--- config.mk ---
export PLATFORM = sky130hd
export DESIGN_NAME = cache_ctrl_flat
export DESIGN_NICKNAME = d
export VERILOG_FILES = /design/src/rtl/cache_ctrl_if.sv /design/src/rtl/cache_ctrl.sv /design/src/flat_wrapper.sv
export SDC_FILE = /design/constraint.sdc
export NUM_CORES = 1
export LEC_CHECK = 0
export ABC_AREA = 0
export CAP_MARGIN = 20
export CELL_PAD_IN_SITES_DETAIL_PLACEMENT = 1
export CELL_PAD_IN_SITES_GLOBAL_PLACEMENT = 2
export CORE_MARGIN = 2
export CORE_UTILIZATION = 26
export CTS_CLUSTER_SIZE = 28
export DETAILED_ROUTE_END_ITERATION = 12
export GPL_TIMING_DRIVEN = 0
export PLACE_DENSITY_LB_ADDON = 0.1
export SYNTH_ARGS = -nofsm -noshare
export SYNTH_HDL_FRONTEND = slang
export SYNTH_SLANG_ARGS = --single-unit
--- constraint.sdc ---
create_clock -name clk -period 9.7 [get_ports clk]
set_input_delay 2.425 -clock clk [delete_from_list [all_inputs] [get_ports clk]]
set_output_delay 2.425 -clock clk [all_outputs]
set_load 0.005 [all_outputs]
--- src/rtl/cache_ctrl_if.sv ---
// Single-outstanding word bus used on both sides of the cache controller:
// the CPU drives it as master toward the controller, the controller drives it toward memory.
interface cache_ctrl_if;
  logic [31:0] a;
  logic [31:0] d;
  logic        we;
  logic        rd;
  logic [31:0] spo;
  logic        ready;

  modport master (output a, d, we, rd, input spo, ready);
  modport slave  (input a, d, we, rd, output spo, ready);
endinterface

--- src/rtl/cache_ctrl.sv ---
// Direct-mapped, write-back cache controller driving one cacheway (data BRAM + tag RAM).
// Blocking: one CPU request and at most one memory transfer in flight.
module cache_ctrl #(
  parameter int LINES           = 128,
  parameter int WORDS_PER_BLOCK = 32,
  parameter int TAG_LENGTH      = 32
) (
  input  logic                  clk,
  input  logic                  rst,
  cache_ctrl_if.slave           cpu,
  cache_ctrl_if.master          mem,
  output logic                  way_en,
  output logic [31:0]           way_a,
  output logic [31:0]           way_d,
  output logic                  way_we,
  input  logic [31:0]           way_spo,
  output logic                  way_tag_we,
  output logic [TAG_LENGTH-1:0] way_tag_in,
  input  logic [TAG_LENGTH-1:0] way_tag_out,
  input  logic                  way_init_done,
  output logic [31:0]           hit_cnt,
  output logic [31:0]           miss_cnt
);
  localparam int OW = $clog2(WORDS_PER_BLOCK);
  localparam int IW = $clog2(LINES);
  localparam int AW = 32 - IW - OW - 2;

  typedef enum logic [2:0] {
    S_INIT, S_IDLE, S_LOOKUP, S_RD_WAIT, S_WB_RD, S_WB_WR, S_FILL, S_FILL_TAG
  } state_t;

  state_t state, next;

  logic [31:0]   addr_q, d_q, spo_q;
  logic          wr_q, refill, ready_q;
  logic [OW-1:0] cnt;
  logic [AW-1:0] old_tag, tag_q;
  logic [IW-1:0] idx_q;
  logic          valid, dirty, hit, last;
  logic          set_ready, load_spo, count_hit, count_miss, advance;
  logic          unused_bits;

  assign tag_q  = addr_q[31 -: AW];
  assign idx_q  = addr_q[OW+2 +: IW];
  assign valid  = way_tag_out[TAG_LENGTH-1];
  assign dirty  = way_tag_out[TAG_LENGTH-2];
  assign hit    = valid && (way_tag_out[AW-1:0] == tag_q);
  assign last   = &cnt;
  assign way_en = (state != S_INIT);
  assign cpu.ready = ready_q;
  assign cpu.spo   = spo_q;
  assign unused_bits = ^{way_tag_out[TAG_LENGTH-3:AW], addr_q[1:0]};

  always_ff @(posedge clk or posedge rst) begin
    if (rst) state <= S_INIT;
    else     state <= next;
  end

  always_comb begin
    next       = state;
    way_a      = addr_q;
    way_d      = d_q;
    way_we     = 1'b0;
    way_tag_we = 1'b0;
    way_tag_in = '0;
    mem.a      = {tag_q, idx_q, cnt, 2'b00};
    mem.d      = way_spo;
    mem.we     = 1'b0;
    mem.rd     = 1'b0;
    set_ready  = 1'b0;
    load_spo   = 1'b0;
    count_hit  = 1'b0;
    count_miss = 1'b0;
    advance    = 1'b0;
    case (state)
      S_INIT:    if (way_init_done) next = S_IDLE;
      // ready still high means the CPU has not yet seen completion of the last request
      S_IDLE:    if ((cpu.rd || cpu.we) && !ready_q) next = S_LOOKUP;
      S_LOOKUP: begin
        if (hit) begin
          count_hit = !refill;
          if (wr_q) begin
            way_we                     = 1'b1;
            way_tag_we                 = 1'b1;
            way_tag_in[TAG_LENGTH-1]   = 1'b1;
            way_tag_in[TAG_LENGTH-2]   = 1'b1;
            way_tag_in[AW-1:0]         = tag_q;
            set_ready                  = 1'b1;
            next                       = S_IDLE;
          end else begin
            next = S_RD_WAIT;
          end
        end else begin
          // Invalidate up front so an aborted fill never leaves a valid tag on partial data.
          count_miss = 1'b1;
          way_tag_we = 1'b1;
          next       = (valid && dirty) ? S_WB_RD : S_FILL;
        end
      end
      S_RD_WAIT: begin
        load_spo  = 1'b1;
        set_ready = 1'b1;
        next      = S_IDLE;
      end
      S_WB_RD: begin
        way_a = {old_tag, idx_q, cnt, 2'b00};
        next  = S_WB_WR;
      end
      S_WB_WR: begin
        way_a  = {old_tag, idx_q, cnt, 2'b00};
        mem.a  = {old_tag, idx_q, cnt, 2'b00};
        mem.we = 1'b1;
        if (mem.ready) begin
          advance = 1'b1;
          next    = last ? S_FILL : S_WB_RD;
        end
      end
      S_FILL: begin
        way_a  = {tag_q, idx_q, cnt, 2'b00};
        mem.rd = 1'b1;
        if (mem.ready) begin
          way_we  = 1'b1;
          way_d   = mem.spo;
          advance = 1'b1;
          if (last) next = S_FILL_TAG;
        end
      end
      S_FILL_TAG: begin
        way_tag_we               = 1'b1;
        way_tag_in[TAG_LENGTH-1] = 1'b1;
        way_tag_in[AW-1:0]       = tag_q;
        next                     = S_LOOKUP;
      end
      default: next = S_INIT;
    endcase
  end

  always_ff @(posedge clk or posedge rst) begin
    if (rst) begin
      addr_q   <= '0;
      d_q      <= '0;
      wr_q     <= 1'b0;
      refill   <= 1'b0;
      cnt      <= '0;
      old_tag  <= '0;
      ready_q  <= 1'b0;
      spo_q    <= '0;
      hit_cnt  <= '0;
      miss_cnt <= '0;
    end else begin
      ready_q <= set_ready;
      if (load_spo) spo_q <= way_spo;
      if (state == S_IDLE && next == S_LOOKUP) begin
        addr_q <= cpu.a;
        d_q    <= cpu.d;
        wr_q   <= cpu.we;
        refill <= 1'b0;
      end
      if (state == S_FILL_TAG) refill <= 1'b1;
      if (state == S_LOOKUP) old_tag <= way_tag_out[AW-1:0];
      if (advance) cnt <= cnt + 1'b1;
      if (count_hit && hit_cnt != '1) hit_cnt <= hit_cnt + 1'b1;
      if (count_miss && miss_cnt != '1) miss_cnt <= miss_cnt + 1'b1;
    end
  end
endmodule

--- src/flat_wrapper.sv ---
// flat-port wrapper written by rule: the top's interface ports become plain ports
module cache_ctrl_flat 
#(
  parameter int LINES           = 128,
  parameter int WORDS_PER_BLOCK = 32,
  parameter int TAG_LENGTH      = 32
)
  (clk, rst, way_en, way_a, way_d, way_we, way_spo, way_tag_we, way_tag_in, way_tag_out, way_init_done, hit_cnt, miss_cnt, cpu_a, cpu_d, cpu_we, cpu_rd, cpu_spo, cpu_ready, mem_a, mem_d, mem_we, mem_rd, mem_spo, mem_ready);
  cache_ctrl_if cpu_i ();
  cache_ctrl_if mem_i ();
  input  logic clk;
  input  logic rst;
  output logic way_en;
  output logic [31:0] way_a;
  output logic [31:0] way_d;
  output logic way_we;
  input  logic [31:0] way_spo;
  output logic way_tag_we;
  output logic [TAG_LENGTH-1:0] way_tag_in;
  input  logic [TAG_LENGTH-1:0] way_tag_out;
  input  logic way_init_done;
  output logic [31:0] hit_cnt;
  output logic [31:0] miss_cnt;
  input wire logic [$bits(cpu_i.a)-1:0] cpu_a;
  input wire logic [$bits(cpu_i.d)-1:0] cpu_d;
  input wire logic [$bits(cpu_i.we)-1:0] cpu_we;
  input wire logic [$bits(cpu_i.rd)-1:0] cpu_rd;
  output wire logic [$bits(cpu_i.spo)-1:0] cpu_spo;
  output wire logic [$bits(cpu_i.ready)-1:0] cpu_ready;
  output wire logic [$bits(mem_i.a)-1:0] mem_a;
  output wire logic [$bits(mem_i.d)-1:0] mem_d;
  output wire logic [$bits(mem_i.we)-1:0] mem_we;
  output wire logic [$bits(mem_i.rd)-1:0] mem_rd;
  input wire logic [$bits(mem_i.spo)-1:0] mem_spo;
  input wire logic [$bits(mem_i.ready)-1:0] mem_ready;
  assign cpu_i.a = cpu_a;
  assign cpu_i.d = cpu_d;
  assign cpu_i.we = cpu_we;
  assign cpu_i.rd = cpu_rd;
  assign cpu_spo = cpu_i.spo;
  assign cpu_ready = cpu_i.ready;
  assign mem_a = mem_i.a;
  assign mem_d = mem_i.d;
  assign mem_we = mem_i.we;
  assign mem_rd = mem_i.rd;
  assign mem_i.spo = mem_spo;
  assign mem_i.ready = mem_ready;
  cache_ctrl #(.LINES(LINES), .WORDS_PER_BLOCK(WORDS_PER_BLOCK), .TAG_LENGTH(TAG_LENGTH)) u_core (.clk(clk), .rst(rst), .cpu(cpu_i), .mem(mem_i), .way_en(way_en), .way_a(way_a), .way_d(way_d), .way_we(way_we), .way_spo(way_spo), .way_tag_we(way_tag_we), .way_tag_in(way_tag_in), .way_tag_out(way_tag_out), .way_init_done(way_init_done), .hit_cnt(hit_cnt), .miss_cnt(miss_cnt));
endmodule
# --- Word level (Yosys, flattened, before mapping) ---
# Cells that the tools add are included.
word_totals:
  reg_bits: 189
  out_inout_bits: 262
op_classes:
  add_sub_neg: 3
  eq_ne: 11
  mux: 38
  n_reduce_logical: 15
ops:
  columns: ["op", "count"]
  rows:
  - ["$mux 32", 3]
  - ["$add 32x1->32 const B", 2]
  - ["$ne 32x32->1 const B", 2]
  - ["$pmux 32 s2", 1]
  - ["$mux 18", 2]
  - ["$pmux 18 s2", 1]
  - ["$pmux 3 s8", 1]
  - ["$eq 18x18->1", 1]
  - ["$mux 3", 6]
  - ["$mux 1", 15]
  - ["$eq 3x3->1 const B", 4]
  - ["$mux 2", 5]
  - ["$eq 3x2->1 const B", 3]
  - ["$pmux 1 s2", 4]
  - ["$logic_and 1x1->1", 6]
  - ["$add 5x1->5 const B", 1]
  - ["$reduce_and 5->1", 1]
  - ["$reduce_or 2->1", 2]
  - ["$eq 3x1->1 const B", 1]
  - ["$logic_not 3->1", 1]
  - ["$reduce_bool 3->1", 1]
  - ["$logic_not 1->1", 2]
  - ["$reduce_bool 2->1", 1]
  - ["$logic_or 1x1->1", 1]

# --- Depth between registers and ports, before layout ---
# Gate-level depths: netlist of run 1.
depth:
  word_depth: 8
  ltp_mapped: 8
  ltp_nobuf: 8

# --- Least setup slack after synthesis of run 1 ---
# No wires, ideal clock.
synth_timing:
  kind: "input -> output"
  startpoint: "input port way_tag_out[15]"
  endpoint: "output port way_tag_in[12]"
  arrival_time_ps: 3926
  required_time_ps: 7275
  setup_slack_ps: 3349
  cell_stages: 7
  n_path_buf: 1
  cell_sequence: "xnor2_1 -> nand4_1 -> nor4_4 -> a41oi_1 -> and2b_1 -> buf_2 -> and2_1"
synth_via:
  elab_chain_len: 4
synth_rtl:
  columns: ["element", "line_no", "source"]
  rows:
  - ["start: declaration", "flat_wrapper.sv:20", "input logic [TAG_LENGTH-1:0] way_tag_out;"]
  - ["$eq 18x18->1", "cache_ctrl.sv:47", "assign hit = valid && (way_tag_out[AW-1:0] == tag_q);"]
  - ["$logic_and 1x1->1", "cache_ctrl.sv:47", null]
  - ["$mux 18", "cache_ctrl.sv:80", "if (hit) begin"]
  - ["$pmux 18 s2", "cache_ctrl.sv:75", "case (state)"]
  - ["end: declaration", "flat_wrapper.sv:19", "output logic [TAG_LENGTH-1:0] way_tag_in;"]
# No other way between the ends.

# --- Final worst setup path of run 1 ---
layout_timing:
  startpoint: "input port way_tag_out[2]"
  endpoint: "output port way_tag_in[14]"
# Same word-level chain as after synthesis.

==> run_results.csv, run 1 <==
group,metric,value,unit
floorplan,core_area,36400,um2
pwr,vdd_ir_drop_max,0.134,mV
pwr,internal-power,2690,uW
cts,cts-hold-fix-buffers,0,
cells_and_area,final_layout_size_suffix_gt1_frac,0.226,
sta,rsz0062_at_grt,"false",
worst_setup_path,critPathArrivalTime,5.80,ns
flow_run,cap_viol_max_count,0,
worst_setup_path,endpoint_kind,"output pin",
min_path,holdPathStages,1,
synthesis,synth.top_cell.area_share,0.494,
place,placedCellCount,1704,
cts,clk_latency,0.45,ns
cts,numClockSinks,189,
place,globalplace.congestion,0.767,
place,pre_cts_ws,1.38,ns
place,port_buffers,401,
pwr,powerDensity,262,nW/um2
cts,cts_inserted_buffers,17,
floorplan,rows,70,
synthesis,synthArstFlopShare,1.00,
grt,grt_max_degree,110,
grt,antenna_found_initial,7,
route,wl_per_cell,19.4,um
cts,cts_root_buf,"clkbuf_16",
synthesis,synthTopCellsByArea,"dfrtp_1, mux2_2, buf_4",
worst_setup_path,startpoint_type,"input port",
sta,final-max-slew-violation-count,0,
cts,post_cts_buffers,0,
place,hpwl,26300,um
sta,min_period,8.23,ns
route,drt_first_iter_violations,187,
synthesis,syn_area,9580,um2
pwr,power.share.clock,0.196,
min_path,hold_path_end,"u_core.hit_cnt[13]$_DFFE_PP0P_",
cts,h-tree-depth,4,
min_path,hold_path_class,"reg -> reg",
floorplan,ioPinCount,428,
pwr,switching_share,0.310,
route,ant_nets,0,
sta,setup_viol,0,
sta,finalHoldViolCount,0,
route,routed_wl,33700,um
synthesis,ys_ff_latch,189,
synthesis,synth.most_common_cell,"dfrtp_1",
synthesis,syn_avg_cell_area,11.7,um2
worst_setup_path,crit_type,"in -> out",
pwr,p_seq_frac,0.328,
synthesis,synth-warning-count,0,
sta,finalCritPeriodShare,0.848,
synthesis,yosys-top-cells-count,"dfrtp_1, mux2_2, nand2_1, buf_4, xnor2_1",
worst_setup_path,worstPathMaxFanout,10,
cells_and_area,finalNonFillerCells,1740,
sta,max_freq,122,MHz
synthesis,netlist_instances,821,
floorplan,initial_core_util,0.263,
cts,cts_tree,"built",
floorplan,die_w,196,um
worst_setup_path,reg2reg_to,"u_core.hit_cnt[12]$_DFFE_PP0P_",
worst_setup_path,r2r_setup_slack,6.94,ns
synthesis,ys.flop_type,"dfrtp_1",
min_path,hp-start,"u_core.hit_cnt[13]$_DFFE_PP0P_",
grt,globalRoute.totalOverflow,0,
sta,relSlewSlack,0.484,
route,dr.pass1.iters,4,
route,route.vias.total,7805,
synthesis,yosys.area.top_type,"dfrtp_1",
synthesis,synth.yosys.seq_area_share,0.494,
synthesis,synthDistinctLibCells,48,
route,drc,0,
grt,grt_pass1_wl,51200,um
sta,skew,0.0118,ns
pwr,p_leak,0.00629,uW
worst_setup_path,cp.required,7.28,ns
floorplan,die_h,196,um
cts,clk_pin_slew,0.07,ns
cells_and_area,fin_nets,1425,
cells_and_area,area_growth_syn_to_layout,55.6,%
synthesis,synth_edf_count,0,
sta,setup_ws,1.47,ns
floorplan,dieArea,38400,um2
pwr,pwr-share-comb,0.476,
pwr,p_sw,1210,uW
worst_setup_path,reg2reg_depth,7,
grt,track_usage,0.176,
route,viasPerCell,4.49,
cts,cts_resized,0,
grt,first_global_vias,8318,
sta,tightestPinTransition,0.775,ns
worst_setup_path,r2r_start,"u_core.addr_q[16]$_DFFE_PP0P_",
outcome,status,"complete, no violations",
cts,clk_path_buf_depth,2,
per-layer routing:
layer	vias to the layer above	part of all wire	track usage
li1	3660	-	-
met1	3915	0.40	0.205
met2	201	0.51	0.307
met3	25	0.067	0.0640
met4	4	0.017	0.0404
met5	-	0.00080	0
power groups by stage:
stage	registers, uW	logic, uW	clock network (uW)
after CTS	1280	1900	796
after global placement	1290	1880	0
final	1280	1860	764
after global routing	1330	2000	826
after floorplan	1240	880	0
after detailed placement	1290	1890	0
critical path, stage by stage:
cell	delay, ns
clkdlybuf4s50_1	0.50
xnor2_1	0.15
nand4_1	0.25
nor4_4	0.73
a41oi_1	0.18
and2b_1	0.49
buf_2	0.35
and2_1	0.17
clkdlybuf4s50_1	0.54
per-stage QoR:
stage / utilization / instance area (um2) / total power (uW) / hold WS [ns] / TNS [ns]
after floorplan: - / 9630 / 2120 / 0.458 / 0
after global placement: 0.390 / 14200 / 3170 / 0.476 / -244.46
after detailed placement: 0.391 / 14300 / 3190 / 0.486 / 0
after CTS: 0.409 / 14900 / 3980 / 0.496 / 0
after global routing: 0.409 / 14900 / 4160 / 0.516 / 0
final: 0.409 / 14900 / 3900 / 0.495 / 0
how the worst max path moves through the flow:
| stage | from | slack, ns | endpoint |
|---|---|---|---|
| 5_1_grt | way_tag_out[13] | 1.31 | way_tag_in[14] |
| 6_report | way_tag_out[2] | 1.47 | way_tag_in[14] |
| 3_3_place_gp | rst | -1.33 | u_core.cpu.spo[18]$_DFFE_PP0P_ |
| 3_5_place_dp | way_tag_out[2] | 1.38 | way_tag_in[14] |
| 4_1_cts | way_tag_out[2] | 1.37 | way_tag_in[14] |
| 2_1_floorplan | rst | 2.13 | u_core.addr_q[0]$_DFFE_PP0P_ |
registers in the layout, summed over array words and instances, names as in the netlist:
name,flops
u_core.addr_q,32
u_core.refill,1
u_core.old_tag,18
u_core.cnt,5
u_core.hit_cnt,32
u_core.wr_q,1
u_core.d_q,32
u_core.miss_cnt,32
u_core.state,3
u_core.cpu.spo,32
u_core.cpu.ready,1
kinds of logic (layout without fill, tap and decap cells):
family / count (synthesis) / after routing / share of synthesized area
other cells: 1 / 18 / 0.000392
mux: 173 / 173 / 0.203
xor+xnor: 84 / 84 / 0.0768
buf+inv: 96 / 530 / 0.0623
compound gates: 21 / 21 / 0.0161
simple gates: 253 / 253 / 0.142
fa+ha+maj: 4 / 4 / 0.00523
flops: 189 / 189 / 0.494
final cells by class:
| class | count | area, um2 |
|---|---|---|
| timing repair buffer | 402 | 4040 |
| clock buffer | 23 | 498 |
| buffer | 92 | 582 |
| antenna | 4 | 10.0 |
| multi-input combinational | 549 | 4300 |
| sequential | 189 | 4730 |
| inverter | 4 | 22.5 |
| tap | 468 | 586 |
| fill | 4055 | 21500 |
| clock inverter | 9 | 131 |
layout by cell type, fill, tap and decap left out, types with 3 or more instances in the layout:
| cell | Yosys | routed |
|---|---|---|
| buf_4 | 60 | 60 |
| nand3_1 | 28 | 28 |
| xnor2_1 | 50 | 50 |
| mux2_2 | 173 | 173 |
| dfrtp_1 | 189 | 189 |
| buf_1 | 3 | 3 |
| and3_1 | 18 | 18 |
| ha_1 | 4 | 4 |
| and2_1 | 29 | 29 |
| buf_2 | 9 | 9 |
| clkbuf_16 | 0 | 17 |
| clkbuf_1 | 20 | 21 |
| diode_2 | 0 | 4 |
| inv_1 | 4 | 3 |
| bufinv_16 | 0 | 3 |
| nor2_1 | 17 | 17 |
| clkinv_2 | 0 | 3 |
| xor2_1 | 34 | 34 |
| conb_1 | 1 | 14 |
| and4_1 | 8 | 8 |
| nor4_2 | 4 | 4 |
| nand2_1 | 84 | 84 |
| clkdlybuf4s50_1 | 0 | 401 |
| nor3_1 | 16 | 16 |
| clkbuf_8 | 0 | 5 |
| nor4_1 | 3 | 3 |
| nand4_1 | 31 | 31 |
| a21oi_1 | 3 | 3 |
| o21ai_0 | 6 | 6 |
Note: power is estimated with default switching activity, not from simulation.
==> run 2, diff against run 1 <==
- CORE_UTILIZATION: 26 -> 23
- clock period: 9.7 -> 7.15 ns (I/O delays scaled with it)
==> run 2 against run 1 <==
Net effect: register-to-register slack lost 2.5 ns; sequential share of layout area shrank 0.17 points; critical path type unchanged; critical path depth unchanged; via count fell by 0.42%; worst hold slack lost 0.0019 ns; worst setup slack lost 1.2 ns; sequential power grew 35%; first-iteration DRC count decreased by 7.5%; combinational power increased by 37%; clock skew shrank 0.0020 ns; core utilization fell by 4.3 points; highest routed layer unchanged; final cell count grew 3.5%.
==> run_results.csv, run 2 (synthesized netlist as in run 1, its figures left out) <==
group,metric,value,unit
cells_and_area,seq_area,4730,um2
grt,grt_max_degree,97,
grt,grt_pass1_wl,53600,um
cts,clk_pin_slew,0.07,ns
route,viasPerCell,4.32,
grt,first_global_vias,8555,
floorplan,dieArea,43300,um2
place,hpwl,27100,um
grt,busiest_layer,"met2",
cts,clk_path_buf_depth,2,
grt,grt_use_met3,0.0586,
floorplan,die_h,208,um
cts,cts_root_buf,"clkbuf_16",
worst_setup_path,crit_type,"in -> out",
cts,numClockSinks,189,
grt,met1_usage,0.185,
sta,tightestPinTransition,0.832,ns
sta,finalHoldViolCount,0,
cells_and_area,area_growth_syn_to_layout,56.4,%
flow_run,cap_viol_max_count,0,
worst_setup_path,endpoint_kind,"output pin",
sta,final-max-slew-violation-count,0,
cts,clk_latency,0.44,ns
cells_and_area,stdcell_area,15000,um2
floorplan,initial_core_util,0.234,
pwr,powerDensity,355,nW/um2
sta,setup_viol,0,
route,drt_first_iter_violations,173,
route,drc,0,
cts,cts_resized,0,
route,dr.pass1.iters,4,
grt,track_usage,0.162,
grt,grt.met2_usage,0.288,
route,routed_wl,34800,um
worst_setup_path,cp.required,5.36,ns
pwr,vdd_ir_drop_max,0.172,mV
route,route.vias.total,7772,
sta,finalCritPeriodShare,0.963,
floorplan,die_w,208,um
cts,cts_tree,"built",
cells_and_area,fin_nets,1425,
min_path,hold_path_class,"reg -> reg",
place,globalplace.congestion,0.731,
route,ant_nets,0,
grt,antenna_found_initial,2,
sta,min_period,6.89,ns
cts,cts_inserted_buffers,17,
cells_and_area,final_layout_size_suffix_gt1_frac,0.224,
floorplan,rows,74,
outcome,status,"complete, no violations",
sta,fin_setup_tns,0,ns
pwr,p_total,5320,uW
sta,hold_ws,0.493,ns
floorplan,core_area,40900,um2
place,placedCellCount,1768,
worst_setup_path,startpoint_type,"input port",
sta,skew,0.00979,ns
floorplan,ioPinCount,428,
grt,globalRoute.totalOverflow,0,
cells_and_area,layout_commonest_cell,"clkdlybuf4s50_1",
place,port_buffers,401,
sta,max_freq,145,MHz
cells_and_area,multi_input_area,4300,um2
cts,h-tree-depth,4,
pwr,p_leak,0.00629,uW
cells_and_area,finalNonFillerCells,1801,
worst_setup_path,worstPathMaxFanout,10,
sta,rsz0062_at_grt,"false",
worst_setup_path,critPathArrivalTime,5.10,ns
cells_and_area,layout.cells.most_common_list,"clkdlybuf4s50_1, dfrtp_1, mux2_2",
route,wl_per_cell,19.3,um
cells_and_area,fillers,4531,
place,post_dp_cell_area,14300,um2
sta,relSlewSlack,0.443,
## run 2: cell types whose count changed in the layout (fill, tap and decap cells not counted), sizes merged
cell,change
diode,-3
bufinv,+1
clkinv,-2
clkinvlp,+1
## run 2: final timing paths
kind                                                start                         endpoint  slack [ns]  cells past startpoint
min reg2reg                u_core.hit_cnt[13]$_DFFE_PP0P_   u_core.hit_cnt[13]$_DFFE_PP0P_        0.49                      1
min in group asynchronous                             rst    u_core.addr_q[15]$_DFFE_PP0P_        1.86                      2
max                                       way_tag_out[17]                   way_tag_in[14]        0.26                      9
max reg2reg                u_core.miss_cnt[0]$_DFFE_PP0P_  u_core.miss_cnt[31]$_DFFE_PP0P_        4.47                      8
min                        u_core.hit_cnt[13]$_DFFE_PP0P_   u_core.hit_cnt[13]$_DFFE_PP0P_        0.49                      1
max in group asynchronous                             rst     u_core.addr_q[3]$_DFFE_PP0P_        4.32                      3
## run 2: through the flow
stage	setup WS, ns	util
floorplan	0.220	-
global route	0.00681	0.366
finish	0.264	0.366
detailed placement	0.0682	0.350
CTS	0.0623	0.366
global placement	-3.45	0.350
## run 2: final cells by class
class	instances	share of cell area
sequential	189	0.316
multi-input combinational	549	0.287
timing repair buffer	402	0.270
tap	532	0.0444
buffer	92	0.0388
clock buffer	23	0.0319
clock inverter	9	0.0105
inverter	4	0.00150
antenna	1	0.000167
## run 2: per-layer routing
metal  vias up  share of wire
li1       3641              -
met2       189           0.52
met1      3920           0.40
met4         2          0.013
met3        20          0.070
met5         -        0.00037
## run 2: critical path, stage by stage
cell and delay [ns]:
clkdlybuf4s50_1 0.43, xnor2_1 0.28, nand4_1 0.19, nor4_4 0.67, a41oi_1 0.18, and2b_1 0.49
buf_2 0.34, and2_1 0.16, clkdlybuf4s50_1 0.55
## run 2: report_power, final
| group | leakage, uW | total, uW | internal [uW] | switching (uW) |
|---|---|---|---|---|
| logic | 0.00362 | 2540 | 1600 | 931 |
| clock network | 0.000309 | 1050 | 617 | 436 |
| registers | 0.00236 | 1730 | 1450 | 286 |
## run 2: repair_timing
| action | in CTS | in global routing |
|---|---|---|
| hold buffers | 0 | 0 |
| endpoints found under the setup margin | 0 | 6 |
| setup buffers | 0 | 0 |
